### config.mk
export PLATFORM = sky130hd
export DESIGN_NAME = sound_player_flat
export DESIGN_NICKNAME = d
export VERILOG_FILES = /design/src/rtl/sound_pkg.sv /design/src/rtl/sound_player_if.sv /design/src/rtl/sound_player_pwm_dac.sv /design/src/rtl/sound_player.sv /design/src/flat_wrapper.sv
export SDC_FILE = /design/constraint.sdc
export NUM_CORES = 1
export LEC_CHECK = 0
export BUFFER_PORTS_ARGS = -buffer_cell sky130_fd_sc_hd__buf_2
export CAP_MARGIN = 20
export CORE_MARGIN = 5
export CORE_UTILIZATION = 35
export CTS_CLUSTER_SIZE = 28
export DETAILED_ROUTE_END_ITERATION = 10
export GPL_ROUTABILITY_DRIVEN = 0
export PLACE_DENSITY = 0.59
export SYNTH_ARGS = -nofsm -noshare
export SYNTH_HDL_FRONTEND = slang
export SYNTH_HIERARCHICAL = 1
export SYNTH_SLANG_ARGS = --single-unit
### constraint.sdc
create_clock -name clk -period 4.5 [get_ports clk]
set_clock_uncertainty 0.05 [all_clocks]
set_input_delay 0.225 -clock clk [delete_from_list [all_inputs] [get_ports clk]]
set_output_delay 0.225 -clock clk [all_outputs]
set_load 0.01 [all_outputs]
### src/rtl/sound_pkg.sv
// Shared constants and types for the sound sample player.
package sound_pkg;

    localparam int ADDR_W     = 18;
    localparam int DATA_W     = 4;
    localparam int PWM_PERIOD = 15;

    // Midscale level that produces a quiet output when idle.
    localparam logic [DATA_W-1:0] SILENCE = 4'd8;

    typedef enum logic [1:0] {
        IDLE,
        FETCH,
        LOAD,
        HOLD
    } state_t;

endpackage

### src/rtl/sound_player_if.sv
// Read port between the sound player and the sample ROM (1-cycle registered read).
interface sound_player_if #(
    parameter int ADDR_W = sound_pkg::ADDR_W,
    parameter int DATA_W = sound_pkg::DATA_W
);
    logic [ADDR_W-1:0] mem_addr;
    logic [DATA_W-1:0] mem_rdata;

    modport master (output mem_addr, input mem_rdata);
    modport slave  (input mem_addr, output mem_rdata);
endinterface

### src/rtl/sound_player_pwm_dac.sv
// 1-bit PWM DAC: free-running counter over PWM_PERIOD clocks, output high
// while the counter is below the level, so duty = level / PWM_PERIOD.
module pwm_dac
    import sound_pkg::*;
#(
    parameter int DATA_W = sound_pkg::DATA_W
) (
    input  logic              clk,
    input  logic              rst_n,
    input  logic [DATA_W-1:0] level,
    output logic              pwm_out
);

    localparam logic [DATA_W-1:0] CNT_LAST = DATA_W'(PWM_PERIOD - 1);

    logic [DATA_W-1:0] pwm_cnt;

    // Counter wraps at PWM_PERIOD-1 so a full-scale level gives a constant high.
    // NOTE: reset is sampled at the clock edge (synchronous), so it lives inside the
    // clocked block, and every register here is updated with non-blocking assignments.
    always_ff @(posedge clk) begin
        if (!rst_n) begin
            pwm_cnt <= '0;
            pwm_out <= 1'b0;
        end else begin
            pwm_cnt <= (pwm_cnt == CNT_LAST) ? '0 : pwm_cnt + 1'b1;
            pwm_out <= (pwm_cnt < level);
        end
    end

endmodule

### src/rtl/sound_player.sv
// Sound sample player: walks ROM addresses START_ADDR..END_ADDR, holding each
// 4-bit sample for SAMPLE_DIV clocks, and drives it in parallel and via PWM.
module sound_player
    import sound_pkg::*;
#(
    parameter int                ADDR_W     = sound_pkg::ADDR_W,
    parameter int                DATA_W     = sound_pkg::DATA_W,
    parameter logic [ADDR_W-1:0] START_ADDR = '0,
    parameter logic [ADDR_W-1:0] END_ADDR   = '1,
    parameter int                SAMPLE_DIV = 3125,
    parameter logic [DATA_W-1:0] SILENCE    = sound_pkg::SILENCE
) (
    input  logic              clk,
    input  logic              rst_n,
    input  logic              play,
    input  logic              stop,
    input  logic              loop_en,
    sound_player_if.master    mem,
    output logic [DATA_W-1:0] sample,
    output logic              sample_valid,
    output logic              busy,
    output logic              done,
    output logic              pwm_out
);

    // HOLD lasts SAMPLE_DIV-2 cycles; together with FETCH and LOAD that makes
    // exactly SAMPLE_DIV cycles between sample_valid pulses.
    localparam int                DIV_W    = $clog2(SAMPLE_DIV);
    localparam logic [DIV_W-1:0] DIV_LAST = DIV_W'(SAMPLE_DIV - 3);

    if (START_ADDR > END_ADDR) begin : g_bad_range
        $fatal(1, "sound_player: START_ADDR must not exceed END_ADDR");
    end

    if (SAMPLE_DIV < 3) begin : g_bad_div
        $fatal(1, "sound_player: SAMPLE_DIV must be at least 3");
    end

    state_t            state;
    logic [ADDR_W-1:0] ptr;
    logic [DIV_W-1:0]  div_cnt;

    assign mem.mem_addr = ptr;

    // Playback sequencer: stop beats everything, otherwise fetch/load/hold per sample.
    always_ff @(posedge clk) begin
        if (!rst_n) begin
            state        <= IDLE;
            ptr          <= START_ADDR;
            div_cnt      <= '0;
            sample       <= SILENCE;
            sample_valid <= 1'b0;
            busy         <= 1'b0;
            done         <= 1'b0;
        end else begin
            sample_valid <= 1'b0;
            done         <= 1'b0;
            if (stop) begin
                state   <= IDLE;
                ptr     <= START_ADDR;
                div_cnt <= '0;
                sample  <= SILENCE;
                busy    <= 1'b0;
            end else begin
                case (state)
                    IDLE: begin
                        if (play) begin
                            ptr   <= START_ADDR;
                            state <= FETCH;
                            busy  <= 1'b1;
                        end
                    end
                    FETCH: begin
                        state <= LOAD;
                    end
                    LOAD: begin
                        sample       <= mem.mem_rdata;
                        sample_valid <= 1'b1;
                        div_cnt      <= '0;
                        state        <= HOLD;
                    end
                    HOLD: begin
                        if (div_cnt == DIV_LAST) begin
                            div_cnt <= '0;
                            if (ptr != END_ADDR) begin
                                ptr   <= ptr + 1'b1;
                                state <= FETCH;
                            end else if (loop_en) begin
                                ptr   <= START_ADDR;
                                state <= FETCH;
                            end else begin
                                ptr    <= START_ADDR;
                                sample <= SILENCE;
                                done   <= 1'b1;
                                busy   <= 1'b0;
                                state  <= IDLE;
                            end
                        end else begin
                            div_cnt <= div_cnt + 1'b1;
                        end
                    end
                    default: begin
                        state <= IDLE;
                        busy  <= 1'b0;
                    end
                endcase
            end
        end
    end

    pwm_dac #(
        .DATA_W (DATA_W)
    ) u_pwm (
        .clk     (clk),
        .rst_n   (rst_n),
        .level   (sample),
        .pwm_out (pwm_out)
    );

endmodule

### src/flat_wrapper.sv
// flat-port wrapper written by rule: the top's interface ports become plain ports
module sound_player_flat import sound_pkg::*;
#(
    parameter int                ADDR_W     = sound_pkg::ADDR_W,
    parameter int                DATA_W     = sound_pkg::DATA_W,
    parameter logic [ADDR_W-1:0] START_ADDR = '0,
    parameter logic [ADDR_W-1:0] END_ADDR   = '1,
    parameter int                SAMPLE_DIV = 3125,
    parameter logic [DATA_W-1:0] SILENCE    = sound_pkg::SILENCE
)
  (clk, rst_n, play, stop, loop_en, sample, sample_valid, busy, done, pwm_out, mem_mem_addr, mem_mem_rdata);
  sound_player_if #(.ADDR_W(ADDR_W), .DATA_W(DATA_W)) mem_i ();
  input  logic clk;
  input  logic rst_n;
  input  logic play;
  input  logic stop;
  input  logic loop_en;
  output logic [DATA_W-1:0] sample;
  output logic sample_valid;
  output logic busy;
  output logic done;
  output logic pwm_out;
  output wire logic [$bits(mem_i.mem_addr)-1:0] mem_mem_addr;
  input wire logic [$bits(mem_i.mem_rdata)-1:0] mem_mem_rdata;
  assign mem_mem_addr = mem_i.mem_addr;
  assign mem_i.mem_rdata = mem_mem_rdata;
  sound_player #(.ADDR_W(ADDR_W), .DATA_W(DATA_W), .START_ADDR(START_ADDR), .END_ADDR(END_ADDR), .SAMPLE_DIV(SAMPLE_DIV), .SILENCE(SILENCE)) u_core (.clk(clk), .rst_n(rst_n), .play(play), .stop(stop), .loop_en(loop_en), .mem(mem_i), .sample(sample), .sample_valid(sample_valid), .busy(busy), .done(done), .pwm_out(pwm_out));
endmodule
==> impl_metrics.ini <==
[global_routing]
grt_pass1_vias = 1849
grt_antenna_before_repair = 0
track_usage = 0.126
grt_max_degree = 19
gr-total-overflow = 0
grt_pass1_wl_um = 8690

[layout]
syn2layout_area_growth_pct = 14.9
layout-drive-gt1-share = 0.190
multi_input_area_sq_um = 1320
final_cell_area_sq_um = 2630
final-seq-area_sq_um = 881
utilization = 0.414
fin_nets = 314
mostFrequentLayoutCells = dfxtp_1 (44), nor2_1 (36), buf_2 (34), nand2_1 (17), a21oi_1 (16)
fillerInstances = 649
mostFrequentLayoutCell = dfxtp_1
diodes = 0

[synth]
synthSimpleGateAreaFrac = 0.278
ys_types = 48
synthCells = 262
ys_ff_latch = 44
synth_ff_type = dfxtp_1
ys_seq_area_frac = 0.384
synth_top_family_by_area = simple AND/OR/NAND/NOR gates
synth-xor-area-share = 0.0421
synthAdderAreaFrac = 0.0601
syn_nets = 282
muxShareOfSynthArea = 0.0262
yosysWarningCount = 6
ys_async_sr_fraction = 0
synth_area_sq_um = 2290
synth_compound_area_frac = 0.168
avgSynthCellArea_sq_um = 8.74
synth_edf_count = 0

[die]
ioPinCount = 35
core-area_sq_um = 6350
placementRows = 29
dieArea_sq_um = 8260
fp.dieH_um = 90.9
die_w_um = 90.9
start_util = 0.361

[timing]
finalMaxSlewViolations = 0
finalHoldViolCount = 0
slew_headroom = 0.319
fin_crit_ns = 2.44
holdWs_ns = 0.0873
max_freq_mhz = 409
setup_viol = 0
finalCritPeriodShare = 0.543
setup_tns_ns = 0
rsz0062_at_grt = false
worst_pin_slew_ns = 1.02

[routing]
vias = 1955
wirelength_um = 5110
viasPerCell = 5.26
drt_iter0_drc = 72
drc = 0
first_pass_iters = 4
final_antenna_net_count = 0
routedWlPerCell_um = 13.7

[worst_setup_path]
arrival_ns = 2.57
end_kind = register
crit_type = register to register
required_ns = 4.62
start_kind = register
cp_max_fo = 15

[pwr]
clock_power_share = 0.429
fin_total_pwr_uw = 769
switching_share = 0.212
switchingPower_uw = 163
power_density_nw_per_um2 = 292
combPwrFrac = 0.053
power_frac_seq = 0.518
vdd_drop_max_mv = 0.160
internal_power_uw = 605
leakagePower_nw = 0.957

[placement]
post-dp-hpwl_um = 3650
io_buffers = 34
place_area_sq_um = 2500

[clocking]
tritoncts = built
cts_sinks = 44
cts_hold_buf = 0
clk_latency_ns = 0.29
cts-root-buf = clkbuf_8
htreeDepth = 2
numCtsBuffers = 5
cts_setup_buffers = 0
path_clk_slew_ns = 0.09
post_cts_resized = 0
cts_buffer_depth = 2

[flow_run]
drv_cap = 0

[worst_hold_path]
hp-class = input pin to register

[run_status]
status = completed
## synthesized netlist by cell type (2+ instances only)
cell	instances	area share
nand3_1	8	0.017
nand2_1	17	0.028
nand4_1	9	0.025
o211ai_1	2	0.0066
or3_1	3	0.0082
inv_1	11	0.018
buf_6	2	0.0098
xor2_1	2	0.0076
nor3_1	6	0.013
a31oi_1	3	0.0082
ha_1	11	0.060
o21ai_0	9	0.020
or4_1	4	0.013
dfxtp_1	44	0.38
clkbuf_1	3	0.0049
a21o_1	4	0.013
nand3b_1	3	0.0098
nor4_1	2	0.0055
a21oi_1	16	0.035
a41oi_1	2	0.0076
or2_2	3	0.0082
nand2b_1	4	0.011
and4_1	2	0.0076
xnor2_1	9	0.034
a311oi_1	7	0.027
and3_1	3	0.0082
buf_2	3	0.0066
mux2i_1	6	0.026
o31ai_1	4	0.013
nor2b_1	4	0.011
nor2_1	36	0.059
nor4_2	4	0.022
## critical path, cell delays in order (launching register included)
cell     delay [ns]
dfxtp_1        0.37
or4b_4         0.57
o31ai_2        0.89
nand4_1        0.21
xor2_1         0.19
nor2_1         0.05
## per-layer routing
layer  wire length, um  track usage  up-vias
li1                  -            -     1014
met5                 0            0        -
met2              2230        0.191       34
met4                77       0.0465        0
met1              2580        0.171      903
met3               218       0.0342        4
## flip-flops by register name, summed over array words and instances, names as in the netlist
| name | flops |
|---|---|
| u_core/state | 2 |
| u_core/sample | 4 |
| u_core/div_cnt | 12 |
| u_core/u_pwm/pwm_cnt | 4 |
| u_core/done | 1 |
| u_core/busy | 1 |
| u_core/u_pwm/pwm_out | 1 |
| u_core/mem.mem_addr | 18 |
| u_core/sample_valid | 1 |
## path summary, 6_finish.rpt
kind	from	to	slack, ns	cells past startpoint
hold / removal	mem_mem_rdata[3]	u_core/sample[3]	0.09	2
hold reg to reg	u_core/u_pwm/pwm_cnt[0]	u_core/u_pwm/pwm_cnt[0]	0.45	1
setup reg to reg	u_core/div_cnt[8]	u_core/mem.mem_addr[13]	2.06	5
setup / recovery	u_core/div_cnt[8]	u_core/mem.mem_addr[13]	2.06	5
## layout make-up
class | count | area share
Timing Repair Buffer | 34 | 0.0647
Sequential cell | 44 | 0.335
Tap cell | 77 | 0.0366
Multi-Input combinational cell | 198 | 0.500
Inverter | 11 | 0.0157
Clock inverter | 1 | 0.0114
Clock buffer | 7 | 0.0366
## power groups by stage
stage | sequential, mW | clock, mW | combinational (mW)
global route | 0.400 | 0.359 | 0.0463
global placement | 0.408 | 0 | 0.0405
finish | 0.399 | 0.330 | 0.0406
floorplan | 0.408 | 0 | 0.0301
detailed placement | 0.408 | 0 | 0.0411
CTS | 0.399 | 0.340 | 0.0412
## kinds of logic after synthesis
family	after synthesis
multiplexers	6
buffers and inverters	20
flip-flops	44
AO/OA/AOI/OAI	55
XOR/XNOR	11
AND/OR/NAND/NOR	115
adder cells (fa/ha/maj)	11
## stage by stage
| stage | instances | setup slack [ns] |
|---|---|---|
| 3_5_place_dp | 364 | 2.06 |
| 2_1_floorplan | 262 | 2.45 |
| 6_report | 372 | 2.06 |
| 4_1_cts | 372 | 2.05 |
| 5_1_grt | 372 | 1.89 |
| 3_3_place_gp | 364 | 2.08 |
No activity file was read; power rests on OpenSTA's default activity.
